<file path="config.mk">
export PLATFORM = sky130hd
export DESIGN_NAME = pcie_us_axil_rq
export DESIGN_NICKNAME = d
export VERILOG_FILES = /design/src/rtl/pcie_us_axil_rq.sv
export SDC_FILE = /design/constraint.sdc
export NUM_CORES = 1
export LEC_CHECK = 0
export CELL_PAD_IN_SITES_DETAIL_PLACEMENT = 1
export CELL_PAD_IN_SITES_GLOBAL_PLACEMENT = 1
export CORE_AREA = 8 8 189 191
export DETAILED_ROUTE_END_ITERATION = 6
export DIE_AREA = 0 0 197 199
export DONT_BUFFER_PORTS = 1
export PLACE_DENSITY = 0.74
export SLEW_MARGIN = 10
export SYNTH_ARGS = -nofsm -noshare
export SYNTH_HDL_FRONTEND = slang
export SYNTH_SLANG_ARGS = --single-unit
export TNS_END_PERCENT = 5
</file>
<file path="constraint.sdc">
create_clock -name clk -period 9.8 [get_ports clk]
set_input_delay 0.98 -clock clk [delete_from_list [all_inputs] [get_ports clk]]
set_output_delay 0.98 -clock clk [all_outputs]
set_load 0.03 [all_outputs]
</file>
<file path="src/rtl/pcie_us_axil_rq.sv">
// AXI-lite to UltraScale PCIe RQ bridge: one MWr/MRd TLP per AXI-lite write/read.
// Request handshake at N gives tvalid at N+1; outputs hold while tready is low; B follows the last write beat by one cycle.
module pcie_us_axil_rq #(
    parameter int AXIS_PCIE_DATA_WIDTH    = 256,
    parameter int AXIS_PCIE_KEEP_WIDTH    = AXIS_PCIE_DATA_WIDTH/32,
    parameter int AXIS_PCIE_RQ_USER_WIDTH = 62,
    parameter int AXIL_ADDR_WIDTH         = 32,
    parameter int MAX_RD_OUTSTANDING      = 8
) (
    input  logic                               clk,
    input  logic                               rst,
    output logic [AXIS_PCIE_DATA_WIDTH-1:0]    m_axis_rq_tdata,
    output logic [AXIS_PCIE_KEEP_WIDTH-1:0]    m_axis_rq_tkeep,
    output logic                               m_axis_rq_tvalid,
    input  logic                               m_axis_rq_tready,
    output logic                               m_axis_rq_tlast,
    output logic [AXIS_PCIE_RQ_USER_WIDTH-1:0] m_axis_rq_tuser,
    input  logic [AXIL_ADDR_WIDTH-1:0]         s_axil_awaddr,
    input  logic                               s_axil_awvalid,
    output logic                               s_axil_awready,
    input  logic [63:0]                        s_axil_wdata,
    input  logic [7:0]                         s_axil_wstrb,
    input  logic                               s_axil_wvalid,
    output logic                               s_axil_wready,
    output logic [1:0]                         s_axil_bresp,
    output logic                               s_axil_bvalid,
    input  logic                               s_axil_bready,
    input  logic [AXIL_ADDR_WIDTH-1:0]         s_axil_araddr,
    input  logic                               s_axil_arvalid,
    output logic                               s_axil_arready,
    input  logic [15:0]                        requester_id,
    input  logic                               rd_cpl_done,
    output logic [7:0]                         rd_outstanding
);

    localparam bit WIDE = (AXIS_PCIE_DATA_WIDTH >= 256);

    typedef enum logic [1:0] {IDLE, SEND, SEND_DATA, WAIT_B} state_t;

    state_t                               state_q;
    logic                                 tvalid_q, tlast_q;
    logic [AXIS_PCIE_KEEP_WIDTH-1:0]      tkeep_q;
    logic [AXIS_PCIE_DATA_WIDTH-1:0]      tdata_q;
    logic [AXIS_PCIE_RQ_USER_WIDTH-1:0]   tuser_q;
    logic                                 awready_q, wready_q, arready_q, bvalid_q;
    logic [7:0]                           tag_q, rd_out_q, rd_out_d;
    logic                                 served_rd_q, two_dw_q;
    logic [63:0]                          payload_q;

    logic                                 beat_acc, last_acc, rd_hs, wr_hs;
    logic                                 rd_elig, wr_elig, pick_rd, pick_wr;
    logic [63:0]                          addr_d, payload_d;
    logic [3:0]                           first_be_d, last_be_d;
    logic                                 two_dw_d;
    logic [127:0]                         desc_d;
    logic [255:0]                         beat_d;
    logic [7:0]                           keep_d, keep2_d;
    logic [AXIS_PCIE_RQ_USER_WIDTH-1:0]   user_d;
    logic [AXIS_PCIE_DATA_WIDTH-1:0]      data2_d;

    assign beat_acc = tvalid_q && m_axis_rq_tready;
    assign last_acc = beat_acc && tlast_q;
    assign rd_hs    = (state_q == IDLE) && arready_q && s_axil_arvalid;
    assign wr_hs    = (state_q == IDLE) && awready_q && wready_q && s_axil_awvalid && s_axil_wvalid;

    // Arbitration looks at next-cycle credit so a read can be granted in the cycle its predecessor leaves.
    always_comb begin
        rd_out_d = rd_out_q;
        if (last_acc && served_rd_q && !rd_cpl_done)
            rd_out_d = rd_out_q + 8'd1;
        else if (rd_cpl_done && !(last_acc && served_rd_q) && rd_out_q != 8'd0)
            rd_out_d = rd_out_q - 8'd1;
        rd_elig = s_axil_arvalid && (rd_out_d < 8'(MAX_RD_OUTSTANDING));
        wr_elig = s_axil_awvalid && s_axil_wvalid;
        pick_rd = rd_elig && (!wr_elig || !served_rd_q);
        pick_wr = wr_elig && !pick_rd;
    end

    always_comb begin
        addr_d     = '0;
        payload_d  = '0;
        first_be_d = 4'h0;
        last_be_d  = 4'h0;
        two_dw_d   = 1'b0;
        if (arready_q) begin
            addr_d      = 64'(s_axil_araddr);
            addr_d[2:0] = 3'b000;
            first_be_d  = 4'hF;
            last_be_d   = 4'hF;
            two_dw_d    = 1'b1;
        end else begin
            addr_d = 64'(s_axil_awaddr);
            if (s_axil_wstrb[7:4] != 4'h0 && s_axil_wstrb[3:0] != 4'h0) begin
                first_be_d = s_axil_wstrb[3:0];
                last_be_d  = s_axil_wstrb[7:4];
                two_dw_d   = 1'b1;
                payload_d  = s_axil_wdata;
            end else if (s_axil_wstrb[7:4] == 4'h0) begin
                first_be_d = s_axil_wstrb[3:0];
                payload_d  = {32'h0, s_axil_wdata[31:0]};
            end else begin
                addr_d     = addr_d + 64'd4;
                first_be_d = s_axil_wstrb[7:4];
                payload_d  = {32'h0, s_axil_wdata[63:32]};
            end
        end
        desc_d  = {24'h0, tag_q, requester_id, 1'b0, arready_q ? 4'b0000 : 4'b0001,
                   two_dw_d ? 11'd2 : 11'd1, addr_d[63:2], 2'b00};
        beat_d  = {64'h0, payload_d, desc_d};
        keep_d  = arready_q ? 8'h0F : (two_dw_d ? 8'h3F : 8'h1F);
        keep2_d = two_dw_q ? 8'h03 : 8'h01;
        user_d  = '0;
        user_d[7:0] = {last_be_d, first_be_d};
        data2_d = '0;
        data2_d[63:0] = payload_q;
    end

    always_ff @(posedge clk or posedge rst) begin
        if (rst) begin
            state_q     <= IDLE;
            tvalid_q    <= 1'b0;
            tlast_q     <= 1'b0;
            tkeep_q     <= '0;
            tdata_q     <= '0;
            tuser_q     <= '0;
            awready_q   <= 1'b0;
            wready_q    <= 1'b0;
            arready_q   <= 1'b0;
            bvalid_q    <= 1'b0;
            tag_q       <= 8'd0;
            rd_out_q    <= 8'd0;
            served_rd_q <= 1'b0;
            two_dw_q    <= 1'b0;
            payload_q   <= '0;
        end else begin
            rd_out_q  <= rd_out_d;
            arready_q <= 1'b0;
            awready_q <= 1'b0;
            wready_q  <= 1'b0;
            case (state_q)
                IDLE: begin
                    if (rd_hs || wr_hs) begin
                        tvalid_q    <= 1'b1;
                        tdata_q     <= beat_d[AXIS_PCIE_DATA_WIDTH-1:0];
                        tkeep_q     <= keep_d[AXIS_PCIE_KEEP_WIDTH-1:0];
                        tuser_q     <= user_d;
                        tlast_q     <= rd_hs || WIDE;
                        served_rd_q <= rd_hs;
                        two_dw_q    <= two_dw_d;
                        payload_q   <= payload_d;
                        state_q     <= SEND;
                    end else if (!arready_q && !awready_q) begin
                        arready_q <= pick_rd;
                        awready_q <= pick_wr;
                        wready_q  <= pick_wr;
                    end
                end
                SEND: begin
                    if (beat_acc) begin
                        if (tlast_q) begin
                            tvalid_q <= 1'b0;
                            tag_q    <= tag_q + 8'd1;
                            if (served_rd_q) begin
                                state_q   <= IDLE;
                                arready_q <= pick_rd;
                                awready_q <= pick_wr;
                                wready_q  <= pick_wr;
                            end else begin
                                bvalid_q <= 1'b1;
                                state_q  <= WAIT_B;
                            end
                        end else begin
                            tdata_q <= data2_d;
                            tkeep_q <= keep2_d[AXIS_PCIE_KEEP_WIDTH-1:0];
                            tlast_q <= 1'b1;
                            state_q <= SEND_DATA;
                        end
                    end
                end
                SEND_DATA: begin
                    if (beat_acc) begin
                        tvalid_q <= 1'b0;
                        tag_q    <= tag_q + 8'd1;
                        bvalid_q <= 1'b1;
                        state_q  <= WAIT_B;
                    end
                end
                WAIT_B: begin
                    if (s_axil_bready) begin
                        bvalid_q <= 1'b0;
                        state_q  <= IDLE;
                    end
                end
                default: state_q <= IDLE;
            endcase
        end
    end

    assign m_axis_rq_tdata  = tdata_q;
    assign m_axis_rq_tkeep  = tkeep_q;
    assign m_axis_rq_tvalid = tvalid_q;
    assign m_axis_rq_tlast  = tlast_q;
    assign m_axis_rq_tuser  = tuser_q;
    assign s_axil_awready   = awready_q;
    assign s_axil_wready    = wready_q;
    assign s_axil_arready   = arready_q;
    assign s_axil_bvalid    = bvalid_q;
    assign s_axil_bresp     = 2'b00;
    assign rd_outstanding   = rd_out_q;

endmodule

</file>
==> impl_metrics.toml <==
[status]
status = "complete, no violations"

[setup_path]
crit_arrival_ns = 4.41
cp_cell_sequence = "inv_1 -> ha_1 -> nand2_4 -> nand2_1 -> nand3_4 -> buf_4 -> a222oi_1 -> inv_1"
cp-end-kind = "register"
worstPathRequired_ns = 10.22
slowest_stage = "nand3_4"
critPathMaxFanout = 95
cp_common_cell = "inv_1"
slowest_delay_ns = 0.64
startpoint_type = "register"
path_class = "register to register"

[yosys]
ys_types = 54
synth_top_area_frac = 0.525
async_reset_ff_frac = 1.00
synth_edf_count = 0
ys_seq_area_frac = 0.525
synth.avg_cell_area_um2 = 10.6
synthMostInstantiatedCell = "dfrtp_1"
synth.largest_area_cell = "dfrtp_1"
synth_common_cells = "256 x dfrtp_1, 162 x buf_4, 123 x a22o_1"
synthFlopType = "dfrtp_1"
synth.ff_latch_count = 256
synth_warnings = 0
syn-cell-area_um2 = 12200
syn_inst = 1147
yosys-top-cells-area = "dfrtp_1 53%, buf_4 10%, a22o_1 8.8%"

[cells_and_area]
post_route_cells_drive_above_1_share = 0.0767
layout.cells.non_filler = 1597
final_cell_area_um2 = 13100
ff_latch_area_um2 = 6410
num-fill-cells = 3638
area_growth_pct = 7.26
multiInputGateArea_um2 = 4910
fin_nets = 1297

[placement]
io_buffers = 0
dp_cells = 1544
dpl.hpwl_um = 31300
placed_area_um2 = 12100
dp_slack_ns = 5.74
place.gp.congestion = 0.837

[route]
ant_nets = 0
vias_per_cell = 5.40
drtIter0Drc = 572
drt_wl_total_um = 43000
vias = 8628
wire_per_inst_um = 26.9
first_pass_iters = 5
drc = 0

[pwr]
p_int_uw = 2270
leakage_uw = 0.00603
switching_power_uw = 1660
seqPwrFrac = 0.477
p_per_area_nw_per_um2 = 300
switching_share = 0.422
clkPwrFrac = 0.281
combPwrFrac = 0.241
vdd_ir_drop_max_mv = 0.159

[cts]
cts_tree = "done"
clockBufferDepth = 3
root_buffer = "clkbuf_16"
cts.hold.buffers_added = 0
cts_sinks = 256
clkSlewWorstSetupHoldPaths_ns = 0.06
ctsHtreeMaxLevel = 1
postCtsResizedCells = 0
post-cts-setup-buffer-count = 0
cts_made_buffers = 29
clk_latency_ns = 0.56

[flow_run]
maxCapViolations = 0

[sta]
slew_headroom = 0.191
fin_crit_sh = 0.407
max_freq_mhz = 251
fin_ws_ns = 5.81
slew_violations = 0
report.final.setup_viol = 0
worst_slew_pin_slew_ns = 1.20
final.setup_skew_ns = 0.0231
finalHoldViolCount = 0
period_needed_ns = 3.99
fin_setup_tns_ns = 0
rsz0062_at_grt = "false"

[floorplan]
coreArea_um2 = 32900
initial_utilization = 0.371
ioPinCount = 502
die_area_um2 = 39200
die_x_um = 197
die_y_um = 199
std_cell_rows = 67

[grt]
antenna_found_initial = 4
grt_overflow_total = 0
grt_max_degree = 112
grt_use_total = 0.212
grt_pass1_wl_um = 63600
first_global_vias = 9559

[hold_path]
hold_path.class = "primary input to async pin"
==> final timing paths <==
check	start	to	slack, ns	cells past startpoint
max in group asynchronous	rst	payload_q[52]	7.84	2
min	rst	m_axis_rq_tdata[91]	0.40	1
max reg2reg	state_q[0]	m_axis_rq_tdata[9]	5.81	8
min in group clk	payload_q[18]	payload_q[18]	0.48	2
max	state_q[0]	m_axis_rq_tdata[9]	5.81	8
min reg2reg	payload_q[18]	payload_q[18]	0.48	2
==> area by class of cell <==
cell class / count / area share
Sequential cell: 256 / 0.490
Clock inverter: 8 / 0.00689
Antenna cell: 2 / 0.000383
Timing Repair Buffer: 18 / 0.0103
Tap cell: 448 / 0.0429
Inverter: 18 / 0.00574
Multi-Input combinational cell: 804 / 0.375
Clock buffer: 43 / 0.0687
==> worst max-delay path, delay by kind of cell (launching register included) <==
| family | cells | cell delay [ns] |
|---|---|---|
| compound gates | 1 | 0.56 |
| fa+ha+maj | 1 | 0.52 |
| flops | 1 | 0.46 |
| simple gates | 3 | 1.30 |
| buf+inv | 3 | 0.89 |
==> placed cells by master, fill, tap and decap left out, types with 12 or more instances in the layout <==
master and n:
inv_1 17, xor2_1 15, mux2i_1 35, nand4_1 12, nand3_1 21, o22ai_1 16
clkbuf_8 12, o21ai_0 92, clkbuf_16 29, nor2_1 50, a221oi_1 17, a21oi_1 19
a22o_1 123, nand2_1 115, dfrtp_1 256, xnor2_1 28, conb_1 159, buf_4 18
==> power by group through the flow <==
stage	combinational (µW)	sequential, µW	clock [µW]
2_1_floorplan	788	1760	0
3_3_place_gp	914	1890	0
3_5_place_dp	950	1910	0
4_1_cts	957	1890	1130
5_1_grt	1060	1910	1180
6_report	948	1880	1110
==> sequential cells by signal, summed over array words and instances (netlist names), named ones only <==
register	cells
payload_q	64
s_axil_arready	1
rd_outstanding	8
s_axil_wready	1
tag_q	8
state_q	1
m_axis_rq_tuser	8
served_rd_q	1
s_axil_bvalid	1
m_axis_rq_tkeep	5
m_axis_rq_tlast	1
two_dw_q	1
m_axis_rq_tvalid	1
m_axis_rq_tdata	154
==> kinds of logic after synthesis <==
kind of cell	count (synthesis)	share of synthesized area
buffers and inverters	245	0.126
AND/OR/NAND/NOR	246	0.0931
multiplexers	37	0.0306
other	1	0.000308
XOR/XNOR	43	0.0309
AO/OA/AOI/OAI	309	0.183
flip-flops	256	0.525
adder cells (fa/ha/maj)	10	0.0103
==> metal layers <==
| metal | track usage | part of all wire |
|---|---|---|
| met1 | 0.245 | 0.37 |
| met2 | 0.364 | 0.50 |
| met3 | 0.0733 | 0.10 |
| met4 | 0.0697 | 0.025 |
| met5 | 0 | 0.00054 |
==> through the flow <==
stage,util,power (µW),hold slack (ns)
after floorplan,-,2550,0.446
after global placement,0.368,2810,0.465
after detailed placement,0.368,2860,0.469
after CTS,0.398,3980,0.445
after global routing,0.398,4150,0.461
final,0.398,3930,0.402
(Power assumes the default switching activity.)
